**src/rtl/spi_xfer_ctrl_if.sv**
```systemverilog
// Bus-side and clock-generator-side signals of the SPI transfer controller.
interface spi_xfer_ctrl_if #(
   parameter int unsigned N = 8
);
   logic         I_EN;
   logic         I_START;
   logic [N-1:0] I_TX_DATA;
   logic         I_CPHA;
   logic         I_LSB_FIRST;
   logic         I_POS_EDGE;
   logic         I_NEG_EDGE;
   logic         I_MISO;
   logic         O_GO;
   logic         O_LAST_CLK;
   logic         O_MOSI;
   logic [N-1:0] O_RX_DATA;
   logic         O_RX_VALID;
   logic         O_BUSY;

   // Controller side.
   modport slave (
      input  I_EN, I_START, I_TX_DATA, I_CPHA, I_LSB_FIRST, I_POS_EDGE, I_NEG_EDGE, I_MISO,
      output O_GO, O_LAST_CLK, O_MOSI, O_RX_DATA, O_RX_VALID, O_BUSY
   );

   // Driver side (bus plus clock generator).
   modport master (
      output I_EN, I_START, I_TX_DATA, I_CPHA, I_LSB_FIRST, I_POS_EDGE, I_NEG_EDGE, I_MISO,
      input  O_GO, O_LAST_CLK, O_MOSI, O_RX_DATA, O_RX_VALID, O_BUSY
   );
endinterface

```
**src/rtl/spi_xfer_ctrl.sv**
```systemverilog
// SPI transfer controller: drives spi_clk_gen for exactly N SCK periods, shifts one word
// out on MOSI and captures one word from MISO, counting generator edge pulses.
module spi_xfer_ctrl #(
   parameter int unsigned N = 8
) (
   input logic            I_SYS_CLK,
   input logic            I_RST,
   spi_xfer_ctrl_if.slave bus
);

   localparam int unsigned CntW = $clog2(2 * N + 1);

   typedef enum logic [1:0] {StIdle, StXfer, StDone} state_e;

   state_e            state_q, state_d;
   logic [CntW-1:0]   cnt_q, cnt_d;
   logic [N-1:0]      tx_sr_q, tx_sr_d;
   logic [N-1:0]      rx_sr_q, rx_sr_d;
   logic [N-1:0]      rx_data_q, rx_data_d;
   logic              cpha_q, cpha_d;
   logic              lsb_q, lsb_d;
   logic              go_q, go_d;
   logic              last_q, last_d;
   logic              mosi_q, mosi_d;
   logic              rx_valid_q, rx_valid_d;
   logic              busy_q, busy_d;

   logic              edge_hit;
   logic [CntW-1:0]   cnt_nxt;
   logic [N-1:0]      tx_shift;
   logic [N-1:0]      rx_shift;
   logic              is_final;
   logic              do_sample;
   logic              do_shift;
   logic              drive_first;

   // Bit that goes on the wire first for the selected bit order.
   function automatic logic lead_bit(logic [N-1:0] v, logic lsb);
      return lsb ? v[0] : v[N-1];
   endfunction

   // Edge classification and next-state for FSM, shifters and registered outputs.
   always_comb begin
      state_d    = state_q;
      cnt_d      = cnt_q;
      tx_sr_d    = tx_sr_q;
      rx_sr_d    = rx_sr_q;
      rx_data_d  = rx_data_q;
      cpha_d     = cpha_q;
      lsb_d      = lsb_q;
      go_d       = go_q;
      last_d     = last_q;
      mosi_d     = mosi_q;
      rx_valid_d = 1'b0;
      busy_d     = busy_q;

      // Simultaneous pulses count as a single edge.
      edge_hit    = bus.I_POS_EDGE | bus.I_NEG_EDGE;
      cnt_nxt     = cnt_q + CntW'(1);
      tx_shift    = lsb_q ? (tx_sr_q >> 1) : (tx_sr_q << 1);
      rx_shift    = lsb_q ? {bus.I_MISO, rx_sr_q[N-1:1]} : {rx_sr_q[N-2:0], bus.I_MISO};
      is_final    = (cnt_nxt == CntW'(2 * N));
      do_sample   = cpha_q ? ~cnt_nxt[0] : cnt_nxt[0];
      // CPHA=1 edge 1 presents the loaded bit without advancing the shifter.
      drive_first = cpha_q & (cnt_nxt == CntW'(1));
      do_shift    = cpha_q ? (cnt_nxt[0] & ~drive_first) : (~cnt_nxt[0] & ~is_final);

      unique case (state_q)
         StIdle: begin
            if (bus.I_START && bus.I_EN) begin
               state_d = StXfer;
               cnt_d   = '0;
               tx_sr_d = bus.I_TX_DATA;
               rx_sr_d = '0;
               cpha_d  = bus.I_CPHA;
               lsb_d   = bus.I_LSB_FIRST;
               go_d    = 1'b1;
               busy_d  = 1'b1;
               mosi_d  = bus.I_CPHA ? 1'b0 : lead_bit(bus.I_TX_DATA, bus.I_LSB_FIRST);
            end
         end
         StXfer: begin
            if (edge_hit) begin
               cnt_d = cnt_nxt;
               if (do_sample) rx_sr_d = rx_shift;
               if (do_shift) begin
                  tx_sr_d = tx_shift;
                  mosi_d  = lead_bit(tx_shift, lsb_q);
               end
               if (drive_first) mosi_d = lead_bit(tx_sr_q, lsb_q);
               if (cnt_nxt == CntW'(2 * N - 2)) last_d = 1'b1;
               if (is_final) begin
                  state_d    = StDone;
                  go_d       = 1'b0;
                  last_d     = 1'b0;
                  rx_data_d  = do_sample ? rx_shift : rx_sr_q;
                  rx_valid_d = 1'b1;
               end
            end
         end
         StDone: begin
            state_d = StIdle;
            busy_d  = 1'b0;
            mosi_d  = 1'b0;
         end
         default: state_d = StIdle;
      endcase

      // Disable aborts without touching the last received word.
      if (!bus.I_EN && state_q != StIdle) begin
         state_d    = StIdle;
         cnt_d      = '0;
         tx_sr_d    = '0;
         rx_sr_d    = '0;
         go_d       = 1'b0;
         last_d     = 1'b0;
         mosi_d     = 1'b0;
         rx_valid_d = 1'b0;
         busy_d     = 1'b0;
      end
   end

   // State and output registers with synchronous reset.
   always_ff @(posedge I_SYS_CLK) begin
      if (I_RST) begin
         state_q    <= StIdle;
         cnt_q      <= '0;
         tx_sr_q    <= '0;
         rx_sr_q    <= '0;
         rx_data_q  <= '0;
         cpha_q     <= 1'b0;
         lsb_q      <= 1'b0;
         go_q       <= 1'b0;
         last_q     <= 1'b0;
         mosi_q     <= 1'b0;
         rx_valid_q <= 1'b0;
         busy_q     <= 1'b0;
      end else begin
         state_q    <= state_d;
         cnt_q      <= cnt_d;
         tx_sr_q    <= tx_sr_d;
         rx_sr_q    <= rx_sr_d;
         rx_data_q  <= rx_data_d;
         cpha_q     <= cpha_d;
         lsb_q      <= lsb_d;
         go_q       <= go_d;
         last_q     <= last_d;
         mosi_q     <= mosi_d;
         rx_valid_q <= rx_valid_d;
         busy_q     <= busy_d;
      end
   end

   assign bus.O_GO       = go_q;
   assign bus.O_LAST_CLK = last_q;
   assign bus.O_MOSI     = mosi_q;
   assign bus.O_RX_DATA  = rx_data_q;
   assign bus.O_RX_VALID = rx_valid_q;
   assign bus.O_BUSY     = busy_q;

endmodule

```
**src/flat_wrapper.sv**
```systemverilog
// flat-port wrapper written by rule: the top's interface ports become plain ports
module spi_xfer_ctrl_flat 
#(
   parameter int unsigned N = 8
)
  (I_SYS_CLK, I_RST, bus_I_EN, bus_I_START, bus_I_TX_DATA, bus_I_CPHA, bus_I_LSB_FIRST, bus_I_POS_EDGE, bus_I_NEG_EDGE, bus_I_MISO, bus_O_GO, bus_O_LAST_CLK, bus_O_MOSI, bus_O_RX_DATA, bus_O_RX_VALID, bus_O_BUSY);
  spi_xfer_ctrl_if #(.N(N)) bus_i ();
  input logic I_SYS_CLK;
  input logic I_RST;
  input wire logic [$bits(bus_i.I_EN)-1:0] bus_I_EN;
  input wire logic [$bits(bus_i.I_START)-1:0] bus_I_START;
  input wire logic [$bits(bus_i.I_TX_DATA)-1:0] bus_I_TX_DATA;
  input wire logic [$bits(bus_i.I_CPHA)-1:0] bus_I_CPHA;
  input wire logic [$bits(bus_i.I_LSB_FIRST)-1:0] bus_I_LSB_FIRST;
  input wire logic [$bits(bus_i.I_POS_EDGE)-1:0] bus_I_POS_EDGE;
  input wire logic [$bits(bus_i.I_NEG_EDGE)-1:0] bus_I_NEG_EDGE;
  input wire logic [$bits(bus_i.I_MISO)-1:0] bus_I_MISO;
  output wire logic [$bits(bus_i.O_GO)-1:0] bus_O_GO;
  output wire logic [$bits(bus_i.O_LAST_CLK)-1:0] bus_O_LAST_CLK;
  output wire logic [$bits(bus_i.O_MOSI)-1:0] bus_O_MOSI;
  output wire logic [$bits(bus_i.O_RX_DATA)-1:0] bus_O_RX_DATA;
  output wire logic [$bits(bus_i.O_RX_VALID)-1:0] bus_O_RX_VALID;
  output wire logic [$bits(bus_i.O_BUSY)-1:0] bus_O_BUSY;
  assign bus_i.I_EN = bus_I_EN;
  assign bus_i.I_START = bus_I_START;
  assign bus_i.I_TX_DATA = bus_I_TX_DATA;
  assign bus_i.I_CPHA = bus_I_CPHA;
  assign bus_i.I_LSB_FIRST = bus_I_LSB_FIRST;
  assign bus_i.I_POS_EDGE = bus_I_POS_EDGE;
  assign bus_i.I_NEG_EDGE = bus_I_NEG_EDGE;
  assign bus_i.I_MISO = bus_I_MISO;
  assign bus_O_GO = bus_i.O_GO;
  assign bus_O_LAST_CLK = bus_i.O_LAST_CLK;
  assign bus_O_MOSI = bus_i.O_MOSI;
  assign bus_O_RX_DATA = bus_i.O_RX_DATA;
  assign bus_O_RX_VALID = bus_i.O_RX_VALID;
  assign bus_O_BUSY = bus_i.O_BUSY;
  spi_xfer_ctrl #(.N(N)) u_core (.I_SYS_CLK(I_SYS_CLK), .I_RST(I_RST), .bus(bus_i));
endmodule
```
**config.mk**
```make
export PLATFORM = sky130hd
export DESIGN_NAME = spi_xfer_ctrl_flat
export DESIGN_NICKNAME = d
export VERILOG_FILES = /design/src/rtl/spi_xfer_ctrl_if.sv /design/src/rtl/spi_xfer_ctrl.sv /design/src/flat_wrapper.sv
export SDC_FILE = /design/constraint.sdc
export NUM_CORES = 1
export LEC_CHECK = 0
export CAP_MARGIN = 30
export CORE_MARGIN = 2
export CORE_UTILIZATION = 59
export DETAILED_ROUTE_END_ITERATION = 8
export PLACE_DENSITY = 0.85
export SKIP_LAST_GASP = 1
export SYNTH_ARGS = -nofsm -noshare
export SYNTH_HDL_FRONTEND = slang
export SYNTH_SLANG_ARGS = --single-unit
```
**constraint.sdc**
```tcl
create_clock -name I_SYS_CLK -period 6.8 [get_ports I_SYS_CLK]
set_clock_uncertainty 0.1 [all_clocks]
set_input_delay 1.36 -clock I_SYS_CLK [delete_from_list [all_inputs] [get_ports I_SYS_CLK]]
set_output_delay 1.36 -clock I_SYS_CLK [all_outputs]
set_load 0.01 [all_outputs]
```
* After elaboration in Yosys (flattened, before gate mapping)
Index checks and enable logic that the tools add are counted.
Cells by class: eq/ne operators 10, reduce and logical (&&, ||, !) cells 20, add/sub/neg operators 1, mux-type cells 36, bitwise operators 9
Operators by type and width (number):
- 2-to-1 mux 8 bit | 8
- case mux 8 bit (2 select lines) | 2
- 2-to-1 mux 1 bit | 16
- AND reduction 3 bit | 4
- AND reduction 4 bit | 3
- 2-to-1 mux 5 bit | 2
- case mux 5 bit (2 select lines) | 1
- != test 2 x 1 -> 1 bit, second input constant | 4
- nonzero test 2 bit | 4
- 2-to-1 mux 2 bit | 3
- adder 5 x 1 -> 5 bit, second input constant | 1
- equality test 5 x 1 -> 1 bit, second input constant | 1
- equality test 5 x 4 -> 1 bit, second input constant | 1
- equality test 5 bit, second input constant | 1
- NOT 1 bit | 5
- case mux 1 bit (2 select lines) | 2
- case mux 2 bit (2 select lines) | 1
- AND reduction 2 bit | 2
- OR reduction 4 bit | 1
- AND 1 bit | 3
- != test 3 x 1 -> 1 bit, second input constant | 1
- case mux 1 bit (3 select lines) | 1
- nonzero test 3 bit | 1
- equality test 2 x 1 -> 1 bit, second input constant | 1
- 6 further kinds | 7
Storage, ports and cells: bits in registers 38, word-level logic and storage cells 88

* Longest topological paths before layout
Gate-level depths: netlist of run 1.
depth after elaboration 10, depth in mapped cells 9

* Least setup slack after synthesis of run 1
Ideal clock, no wire load.
path type input to register, start input bus_I_START, end register u_core.cnt_q[1], stages 7, setup time 65 ps, arrival 2528 ps, slack 4107 ps, data required time 6635 ps, cell sequence a21bo_2 -> clkbuf_1 -> and2_1 -> clkbuf_1 -> clkbuf_1 -> a22oi_1 -> nor2_1
On the way: cells in the longest elaborated chain, start to end 3
RTL lines:
- from (decl) | RTL line flat_wrapper.sv:11 | input wire logic [$bits(bus_i.I_START)-1:0] bus_I_START;
- logical AND 1 bit | RTL line spi_xfer_ctrl.sv:70 | if (bus.I_START && bus.I_EN) begin
- != test 2 x 1 -> 1 bit (no line)
- AND reduction 3 bit (no line)
- to (signal assigned) | RTL line spi_xfer_ctrl.sv:140 | cnt_q <= cnt_d;
- to (decl) | RTL line spi_xfer_ctrl.sv:16 | logic [CntW-1:0] cnt_q, cnt_d;
No other way between the ends. A chain may end at the register's enable or synchronous reset.

* Final worst setup path of run 1
start input bus_I_EN, end register u_core.cnt_q[4]
On the way: cells in the longest elaborated chain, start to end 3
RTL lines:
- from (decl) | RTL line flat_wrapper.sv:10 | input wire logic [$bits(bus_i.I_EN)-1:0] bus_I_EN;
- logical AND 1 bit / zero test 1 bit (equally long branches) | RTL line spi_xfer_ctrl.sv:70, spi_xfer_ctrl.sv:110
- != test 2 x 1 -> 1 bit (no line) / logical AND 1 bit (equally long branches)
- AND reduction 3 bit (no line) / OR reduction 2 bit (equally long branches)
Several ways; a longest one is shown, not always the timed one.

==> results of run 1 <==
-- registers in the layout, indices dropped and copies added, names as in the netlist --
signal,count
u_core.cpha_q,1
u_core.bus.O_BUSY,1
u_core.cnt_q,5
u_core.bus.O_LAST_CLK,1
u_core.bus.O_GO,1
u_core.state_q,2
u_core.rx_sr_q,8
u_core.tx_sr_q,8
u_core.bus.O_RX_VALID,1
u_core.lsb_q,1
u_core.bus.O_MOSI,1
u_core.bus.O_RX_DATA,8
-- report_power, final --
group          switching [mW]  internal, mW
clock                  0.0843         0.156
combinational          0.0776        0.0551
sequential             0.0168         0.236
-- worst max-delay path, delay by kind of cell --
family,cells,cell delay (ns)
AO/OA/AOI/OAI,3,0.59
buffers and inverters,1,0.54
AND/OR/NAND/NOR,2,0.78
-- cell type report --
cell class / count / share of cell area [%]
inverters: 6 / 0.831
multi-input cells: 211 / 51.9
clock inverters: 2 / 2.22
flip-flops and latches: 38 / 28.1
repair buffers: 30 / 11.7
clock buffers: 6 / 3.05
well taps: 48 / 2.22
-- synthesized netlist by cell type (7+ instances only) --
library cell / number
sky130_fd_sc_hd__a21boi_0: 9
sky130_fd_sc_hd__a31oi_1: 10
sky130_fd_sc_hd__nand2_1: 22
sky130_fd_sc_hd__o21ai_0: 18
sky130_fd_sc_hd__a22oi_1: 11
sky130_fd_sc_hd__dfxtp_1: 38
sky130_fd_sc_hd__or3_2: 7
sky130_fd_sc_hd__ha_1: 8
sky130_fd_sc_hd__mux2i_1: 26
sky130_fd_sc_hd__nor2_1: 37
sky130_fd_sc_hd__nand4_1: 8
sky130_fd_sc_hd__clkbuf_1: 15
sky130_fd_sc_hd__a21oi_1: 8
-- how the worst min path moves through the flow --
stage,slack (ns),end,cells past startpoint
finish,0.40,u_core.bus.O_RX_DATA[4],2
global route,0.44,u_core.bus.O_RX_DATA[7],2
CTS,0.41,u_core.bus.O_RX_DATA[4],2
detailed placement,0.39,u_core.bus.O_RX_DATA[7],2
global placement,0.37,u_core.bus.O_GO,2
floorplan,0.39,u_core.state_q[1],2
-- logic make-up after synthesis --
kind of cell	Yosys count	share of synthesized area, %
XOR/XNOR	4	1.54
buffers and inverters	25	4.90
flip-flops	38	33.4
AO/OA/AOI/OAI	72	22.0
adder cells (fa/ha/maj)	8	4.40
multiplexers	27	12.0
AND/OR/NAND/NOR	100	21.7
-- metal layers --
layer	wire length [microns]	share of wire [%]	global-route usage, %	vias to the layer above
met5	0	0	0	-
li1	-	-	-	1019
met3	252	4.7	5.62	9
met1	2340	44	33.4	968
met4	87	1.6	11.2	0
met2	2650	50	44.6	53
-- cells in the final DEF, fill, tap and decap left out, types with 2 or more instances in the layout --
master and instances:
sky130_fd_sc_hd__nor3_1 2, sky130_fd_sc_hd__nor3b_1 4, sky130_fd_sc_hd__clkbuf_8 6, sky130_fd_sc_hd__ha_1 8, sky130_fd_sc_hd__o211ai_1 2, sky130_fd_sc_hd__xor2_1 2, sky130_fd_sc_hd__nand4_1 8, sky130_fd_sc_hd__nand3_1 6
sky130_fd_sc_hd__dfxtp_1 38, sky130_fd_sc_hd__a21oi_1 8, sky130_fd_sc_hd__xnor2_1 2, sky130_fd_sc_hd__bufinv_16 2, sky130_fd_sc_hd__o21ai_0 18, sky130_fd_sc_hd__or3_1 3, sky130_fd_sc_hd__a22oi_1 11, sky130_fd_sc_hd__nand2_1 22
sky130_fd_sc_hd__inv_1 6, sky130_fd_sc_hd__clkdlybuf4s50_1 29, sky130_fd_sc_hd__a31oi_1 10, sky130_fd_sc_hd__and2_1 2, sky130_fd_sc_hd__mux2i_1 26, sky130_fd_sc_hd__or3_2 7, sky130_fd_sc_hd__nor2_1 37, sky130_fd_sc_hd__nand2b_1 2
sky130_fd_sc_hd__a21boi_0 9
==> impl_metrics.toml, run 1 <==
[synthesis]
synth-warning-count = 0
avgSynthCellArea_sq_um = 8.30
edff_count_synth = 0
synth_cells = 274
postSynthRegisterBits = 38
yosys.cell_types.count = 46
synth.yosys.seq_area_share_pct = 33.4
synth_top_area_cell = "sky130_fd_sc_hd__dfxtp_1"
synthesis.area_sq_um = 2270
synthTopCellsByArea = "sky130_fd_sc_hd__dfxtp_1 33%, sky130_fd_sc_hd__mux2i_1 11%, sky130_fd_sc_hd__nor2_1 6.1%"
ys.flop_type = "sky130_fd_sc_hd__dfxtp_1"
net_count_after_synthesis = 299
fraction_of_synthesized_cell_area_taken_by_the_top_area_cell_type_pct = 33.4
async_reset_ff_share_pct = 0

[layout]
layout-drive-gt1-share_pct = 9.56
insertedDiodeCount = 0
layout.core_utilization_pct = 73.5
finalNonFillerCells = 341
regArea_sq_um = 761
final_area_sq_um = 2710
num-fill-cells = 291
flow.area_growth_from_synthesis_pct = 19.1
design.final.nets = 317
multiInputGateArea_sq_um = 1410

[critical_path]
critical_path_rt_ns = 6.89
path_cells = "clkdlybuf4s50_1 -> a21boi_0 -> or3_1 -> a21o_1 -> a22oi_1 -> nor2_1"
critical_path.max_stage_delay_ns = 0.70
crit-reg2reg-capture = "u_core.tx_sr_q[0]"
path_max_fanout = 22
endpoint_kind = "register"
worstSetupStartpoint = "bus_I_EN"
timing.reg2reg.setup_slack_ns = 3.94
cp-endpoint = "u_core.cnt_q[4]"
r2r.worst_path.cells = 6
crit-reg2reg-launch = "u_core.cnt_q[0]"
critPathArrivalTime_ns = 3.29
worst_path_max_delay_cell = "sky130_fd_sc_hd__or3_1"
crit_type = "primary input to register"
critPathLaunchType = "primary input"

[floorplanning]
fp.dieArea_sq_um = 4370
die_h_microns = 66.1
rows = 22
ports_placed_on_the_boundary = 30
start_util_pct = 61.7
floorplan.die.width_microns = 66.1
floorplan.core_area_sq_um = 3690

[timing]
max_clock_freq_mhz = 313
setup-violations-final = 0
minimum_clock_period_after_layout_ns = 3.20
slew_worst_pin_ns = 0.934
post_layout_worst_setup_margin_ns = 3.60
fin_tns_setup_ns = 0
layout_worst_path_cycle_share_pct = 47.0
drv_slew = 0
rsz0062_at_grt = "no"
worst_slew_margin_pct = 37.6
timing_hold_violations_final = 0
finalHoldWorstSlack_ns = 0.403

[min_path]
timing.hold.worst.class = "register to register"
hold_path_startpoint = "u_core.bus.O_RX_DATA[4]"

[power]
power.static_leakage_nw = 0.979
power_density_nw_per_um2 = 231
power_mw = 0.626
power.ir.vdd_worst_mv = 0.232

[grt]
initial_antenna_violation_count = 0
globalRouteTotalUtil_pct = 26.8
grt_max_degree = 23
grt_overflow = 0
grt_pass1_wl_microns = 9000
first_global_vias = 1977

[clock_tree]
cts_buffers = 5
post_cts_hold_buffer_count = 0
cts_clock_pin_slew_for_the_worst_setup_and_hold_paths_ns = 0.08
clock_tree.buffer_depth = 2
cts_resized = 0
clock_latency_ns = 0.30
numClockSinks = 38
cts_max_level = 2
cts_root_buffer_type = "sky130_fd_sc_hd__clkbuf_8"
tritoncts = "yes"
cts_setup_buffers = 0

[route]
firstDrtPassIters = 4
via_count = 2049
detail_route.wl_per_cell_microns = 15.6
drc_violations = 0
postRouteWirelength_microns = 5340
detailedRoute.firstIterationViolations = 137
antenna_violating_nets_post_route = 0
route.detailed.vias_per_inst = 6.01

[placement]
dpl.hpwl_microns = 3520
placed_cells_incl_taps = 333
numPortBuffers = 29
dpl-instance-area_sq_um = 2570
worst_slack_placed_ns = 3.31
routabilityCongestion = 0.812

[run]
max_cap_violations = 0

[status]
run_status = "complete, no violations"
(Power assumes the default switching activity.)
==> run 2: changes to the inputs <==
--- a/config.mk
+++ b/config.mk
@@ -7,9 +7,9 @@
 export LEC_CHECK = 0
 export CAP_MARGIN = 30
 export CORE_MARGIN = 2
-export CORE_UTILIZATION = 59
+export CORE_UTILIZATION = 55
 export DETAILED_ROUTE_END_ITERATION = 8
-export PLACE_DENSITY = 0.85
+export PLACE_DENSITY = 0.8
 export SKIP_LAST_GASP = 1
 export SYNTH_ARGS = -nofsm -noshare
 export SYNTH_HDL_FRONTEND = slang
==> constraint.sdc (replaced) <==
create_clock -name I_SYS_CLK -period 3.17 [get_ports I_SYS_CLK]
set_clock_uncertainty 0.1 [all_clocks]
set_input_delay 0.634 -clock I_SYS_CLK [delete_from_list [all_inputs] [get_ports I_SYS_CLK]]
set_output_delay 0.634 -clock I_SYS_CLK [all_outputs]
set_load 0.01 [all_outputs]
==> run 2 against run 1 <==
Sequential power up 110%. Combinational power grew 120%. Register-to-register slack got worse by 3.3 ns. Total power up 89%. Global-route usage shrank 1.9 points. Die area up 6.8%. Design area shrank 0.18%. Hold slack got worse by 0.0043 ns. Routed wire length is 2.4% lower. Final cell count grew 2.6%. Non-clock buffer count up 7.
==> impl_metrics.toml, run 2 (synthesized netlist as in run 1, its figures left out) <==
[layout]
layout_commonest_cell = "sky130_fd_sc_hd__dfxtp_1"
design.final.nets = 324
insertedDiodeCount = 0
num-fill-cells = 337
multiInputGateArea_sq_um = 1410
finalNonFillerCells = 350
layout-drive-gt1-share_pct = 11.7
regArea_sq_um = 761
flow.area_growth_from_synthesis_pct = 18.9
highest_count_cells_in_the_layout_ignoring_fill_and_taps = "38 x sky130_fd_sc_hd__dfxtp_1, 37 x sky130_fd_sc_hd__nor2_1, 29 x sky130_fd_sc_hd__clkdlybuf4s50_1, 26 x sky130_fd_sc_hd__mux2i_1, 22 x sky130_fd_sc_hd__nand2_1"

[clock_tree]
tritoncts = "yes"
cts_setup_buffers = 0
cts_resized = 0
cts_clock_pin_slew_for_the_worst_setup_and_hold_paths_ns = 0.08
post_cts_hold_buffer_count = 0
cts_buffers = 5
numClockSinks = 38
cts_max_level = 2
clock_tree.buffer_depth = 2
clock_latency_ns = 0.29
cts_root_buffer_type = "sky130_fd_sc_hd__clkbuf_8"

[timing]
drv_slew = 0
worst_slew_margin_pct = 43.2
layout_worst_path_cycle_share_pct = 80.2
rsz0062_at_grt = "no"
slew_worst_pin_ns = 0.850
fin_tns_setup_ns = 0
post_layout_worst_setup_margin_ns = 0.628
max_clock_freq_mhz = 393
minimum_clock_period_after_layout_ns = 2.54
setup-violations-final = 0
timing_hold_violations_final = 0

[placement]
routabilityCongestion = 0.807
worst_slack_placed_ns = 0.449
dpl.hpwl_microns = 3530
placed_cells_incl_taps = 342
numPortBuffers = 29

[grt]
groute.layer.met3.usage_pct = 4.93
grt_overflow = 0
initial_antenna_violation_count = 0
globalRoute.busiestLayer = "met2"
grt_pass1_wl_microns = 8780
globalRouteTotalUtil_pct = 24.9
first_global_vias = 1853
met1_usage_pct = 34.8
grt.met2_usage_pct = 38.5
grt_max_degree = 23

[critical_path]
timing.critical_path.depth = 7
critical_path.max_stage_delay_ns = 0.47
path_cells = "ha_1 -> nand3_1 -> xor2_1 -> a311oi_2 -> buf_4 -> or3_2 -> a31oi_1"
worst_path_max_delay_cell = "sky130_fd_sc_hd__dfxtp_1"
critPathLaunchType = "register"
crit_type = "register to register"
path_delay_family = "simple AND/OR/NAND/NOR gates"
r2r.worst_path.cells = 7
critPathArrivalTime_ns = 2.65
critical_path_rt_ns = 3.28
path_max_fanout = 16
timing.reg2reg.setup_slack_ns = 0.63
endpoint_kind = "register"
critical_path.n_buffers_inverters = 1

[floorplanning]
fp.dieArea_sq_um = 4670
start_util_pct = 56.9
die_h_microns = 68.3
ports_placed_on_the_boundary = 30
rows = 23
floorplan.die.width_microns = 68.3
floorplan.core_area_sq_um = 4000

[route]
route.detailed.vias_per_inst = 5.87
antenna_violating_nets_post_route = 0
detailedRoute.firstIterationViolations = 145
detail_route.wl_per_cell_microns = 14.9
via_count = 2056
postRouteWirelength_microns = 5210
drc_violations = 0
firstDrtPassIters = 4

[power]
power.ir.vdd_worst_mv = 0.363
power_mw = 1.18
power_density_nw_per_um2 = 437
power.static_leakage_nw = 0.985

[min_path]
timing.hold.worst.class = "register to register"
whs_path_depth = 2

[status]
run_status = "complete, no violations"

[run]
max_cap_violations = 0
[run 2: cell count changes in the layout (fill, tap and decap cells not counted)]
cell                         delta
sky130_fd_sc_hd__buf_4          +7
sky130_fd_sc_hd__bufinv_16      -2
sky130_fd_sc_hd__buf_16         -1
sky130_fd_sc_hd__buf_8          +1
sky130_fd_sc_hd__clkinv_2       +1
sky130_fd_sc_hd__clkinvlp_4     +1
[run 2: power by group]
| part | total, mW | internal [mW] | switching, mW |
|---|---|---|---|
| Sequential | 0.532 | 0.506 | 0.0263 |
| Clock | 0.357 | 0.175 | 0.182 |
| Combinational | 0.292 | 0.119 | 0.174 |
[run 2: final timing paths]
| kind | from | endpoint |
|---|---|---|
| worst max-delay path | u_core.cnt_q[1] | u_core.tx_sr_q[0] |
| worst min-delay path | u_core.bus.O_RX_DATA[6] | u_core.bus.O_RX_DATA[6] |
| worst max register to register | u_core.cnt_q[1] | u_core.tx_sr_q[0] |
| worst min register to register | u_core.bus.O_RX_DATA[6] | u_core.bus.O_RX_DATA[6] |
[run 2: cell type report]
type                    count  share of cell area (%)
clock buffers               6                    3.05
clock inverters             2                   0.463
inverters                   6                   0.833
multi-input cells         211                    52.0
flip-flops and latches     38                    28.1
well taps                  50                    2.31
repair buffers             37                    13.2
[run 2: tightest hold or removal path, stage by stage (launching register included)]
cell	delay, ns
sky130_fd_sc_hd__dfxtp_1	0.33
sky130_fd_sc_hd__mux2i_1	0.07
sky130_fd_sc_hd__nor2_1	0.07
[run 2: through the flow]
step	instance area, sq um	utilization [%]	hold WS (ns)
after detailed placement	2610	65.2	0.387
after global placement	2590	64.9	0.377
final	2710	67.6	0.398
after CTS	2710	67.6	0.409
after floorplan	2270	-	0.387
after global routing	2710	67.6	0.446
[run 2: per-layer routing]
layer | part of all wire [%] | routed length, microns
met2 | 48 | 2480
met1 | 47 | 2430
met5 | 0 | 0
met4 | 1.1 | 57
met3 | 4.8 | 249
==> run 3: changes to the inputs <==
--- a/config.mk
+++ b/config.mk
@@ -7,9 +7,9 @@
 export LEC_CHECK = 0
 export CAP_MARGIN = 30
 export CORE_MARGIN = 2
-export CORE_UTILIZATION = 55
+export CORE_UTILIZATION = 50
 export DETAILED_ROUTE_END_ITERATION = 8
-export PLACE_DENSITY = 0.8
+export PLACE_DENSITY = 0.76
 export SKIP_LAST_GASP = 1
 export SYNTH_ARGS = -nofsm -noshare
 export SYNTH_HDL_FRONTEND = slang
==> constraint.sdc (replaced) <==
create_clock -name I_SYS_CLK -period 2.3 [get_ports I_SYS_CLK]
set_clock_uncertainty 0.1 [all_clocks]
set_input_delay 0.46 -clock I_SYS_CLK [delete_from_list [all_inputs] [get_ports I_SYS_CLK]]
set_output_delay 0.46 -clock I_SYS_CLK [all_outputs]
set_load 0.01 [all_outputs]
==> run 3 against run 2 <==
Via count increased by 7.8%. Total power increased by 44%. Routed wire length increased by 13%. Hold slack got worse by 0.013 ns. Die area increased by 9.4%. First-iteration DRC count decreased by 6.2%. Largest power group unchanged. Highest routed layer unchanged.
==> impl_metrics.toml, run 3 (synthesized netlist as in run 1, its figures left out) <==
[power]
power.ir.vdd_worst_mv = 0.370
power_mw = 1.70
power_density_nw_per_um2 = 580
power.static_leakage_nw = 1.07

[floorplanning]
start_util_pct = 52.2
floorplan.core_area_sq_um = 4350
ports_placed_on_the_boundary = 30
fp.dieArea_sq_um = 5110
floorplan.die.width_microns = 71.5
rows = 24
die_h_microns = 71.5

[grt]
initial_antenna_violation_count = 0
first_global_vias = 2012
groute.layer.met3.usage_pct = 4.50
grt.met2_usage_pct = 37.1
globalRoute.busiestLayer = "met2"
grt_overflow = 0
met1_usage_pct = 30.7
grt_pass1_wl_microns = 9420
globalRouteTotalUtil_pct = 23.2
grt_max_degree = 28

[timing]
layout_worst_path_cycle_share_pct = 94.9
timing_hold_violations_final = 0
slew_worst_pin_ns = 0.532
rsz0062_at_grt = "no"
worst_slew_margin_pct = 64.5
drv_slew = 0
setup-violations-final = 0
max_clock_freq_mhz = 458
fin_tns_setup_ns = 0
minimum_clock_period_after_layout_ns = 2.18
finalHoldWorstSlack_ns = 0.385

[critical_path]
worstSetupStartpoint = "u_core.cnt_q[0]"
cp-endpoint = "u_core.tx_sr_q[6]"
critical_path_rt_ns = 2.43
path_cells = "buf_4 -> inv_1 -> ha_1 -> a311oi_4 -> or3_2 -> a31oi_1"
crit_type = "register to register"
worst_path_max_delay_cell = "sky130_fd_sc_hd__or3_2"
crit-reg2reg-launch = "u_core.cnt_q[0]"
path_max_fanout = 13
critPathLaunchType = "register"
r2r.worst_path.cells = 6
critPathArrivalTime_ns = 2.32
endpoint_kind = "register"
timing.reg2reg.setup_slack_ns = 0.12
critical_path.max_stage_delay_ns = 0.49
crit-reg2reg-capture = "u_core.tx_sr_q[6]"

[route]
via_count = 2216
firstDrtPassIters = 4
drc_violations = 0
postRouteWirelength_microns = 5880
route.detailed.vias_per_inst = 5.97
detail_route.wl_per_cell_microns = 15.8
antenna_violating_nets_post_route = 0
detailedRoute.firstIterationViolations = 136

[run]
max_cap_violations = 0

[clock_tree]
clock_tree.buffer_depth = 2
cts_buffers = 5
clock_latency_ns = 0.30
numClockSinks = 38
cts_root_buffer_type = "sky130_fd_sc_hd__clkbuf_8"
cts_max_level = 2
tritoncts = "yes"
post_cts_hold_buffer_count = 0
cts_clock_pin_slew_for_the_worst_setup_and_hold_paths_ns = 0.08

[min_path]
hold_path_startpoint = "u_core.bus.O_GO"
timing.hold.worst.class = "register to register"

[placement]
routabilityCongestion = 0.903
placed_cells_incl_taps = 358
numPortBuffers = 29
dpl.hpwl_microns = 3840

[layout]
flow.area_growth_from_synthesis_pct = 28.5
finalNonFillerCells = 371
insertedDiodeCount = 0
layout-drive-gt1-share_pct = 17.9
layout.core_utilization_pct = 67.2
highest_count_cells_in_the_layout_ignoring_fill_and_taps = "38 x sky130_fd_sc_hd__dfxtp_1, 37 x sky130_fd_sc_hd__nor2_1, 29 x sky130_fd_sc_hd__clkdlybuf4s50_1, 26 x sky130_fd_sc_hd__mux2i_1"
layout_commonest_cell = "sky130_fd_sc_hd__dfxtp_1"
design.final.nets = 343

[status]
run_status = "complete, no violations"
-- run 3: cell count changes in the layout (fill, tap and decap cells not counted), sizes merged --
cell | previous run | this run
a311oi | 2 | 3
a211oi | 2 | 3
buf | 8 | 25
-- run 3: how the worst min path moves through the flow --
stage                        end  slack [ns]  cells after the start
2_1_floorplan  u_core.state_q[1]        0.39                      2
3_3_place_gp     u_core.bus.O_GO        0.37                      2
3_5_place_dp     u_core.bus.O_GO        0.37                      2
4_1_cts          u_core.bus.O_GO        0.38                      2
5_1_grt          u_core.bus.O_GO        0.39                      2
6_report         u_core.bus.O_GO        0.39                      2
-- run 3: power breakdown --
part           switching [mW]  internal, mW
logic                   0.262         0.199
registers              0.0443         0.697
clock network           0.254         0.241
-- run 3: timing repair --
action | 4_1_cts | 5_1_grt
cloned | 0 | 2
setup buffers | 0 | 3
pin swaps | 0 | 5
endpoints found under the setup margin | 7 | 9
resized for setup | 1 | 10
-- run 3: area by class of cell --
cell class                      count  area (sq um)
Inverter                            6          22.5
Clock inverter                      2          12.5
Fill cell                         336          1430
Sequential cell                    38           761
Timing Repair Buffer               54           489
Tap cell                           52          65.1
Clock buffer                        6          82.6
Multi-Input combinational cell    213          1490
-- run 3: worst max-delay path, delay by kind of cell (launching register included) --
kind / cells / cell delay [ns]
simple gates: 1 / 0.49
buf+inv: 2 / 0.41
flops: 1 / 0.32
compound gates: 2 / 0.37
fa+ha+maj: 1 / 0.41
-- run 3: layer usage --
layer / part of all wire, % / vias up
met5: 0 / -
met4: 1.8 / 0
met3: 4.6 / 9
met2: 48 / 55
met1: 46 / 1072
li1: - / 1080
-- run 3: stage by stage --
| step | worst slack (ns) | instance area, sq um |
|---|---|---|
| 3_3_place_gp | 0.0684 | 2710 |
| 4_1_cts | 0.0514 | 2820 |
| 5_1_grt | 0.0192 | 2920 |
| 6_report | 0.117 | 2920 |
| 2_1_floorplan | 0.106 | 2270 |
| 3_5_place_dp | 0.00720 | 2710 |
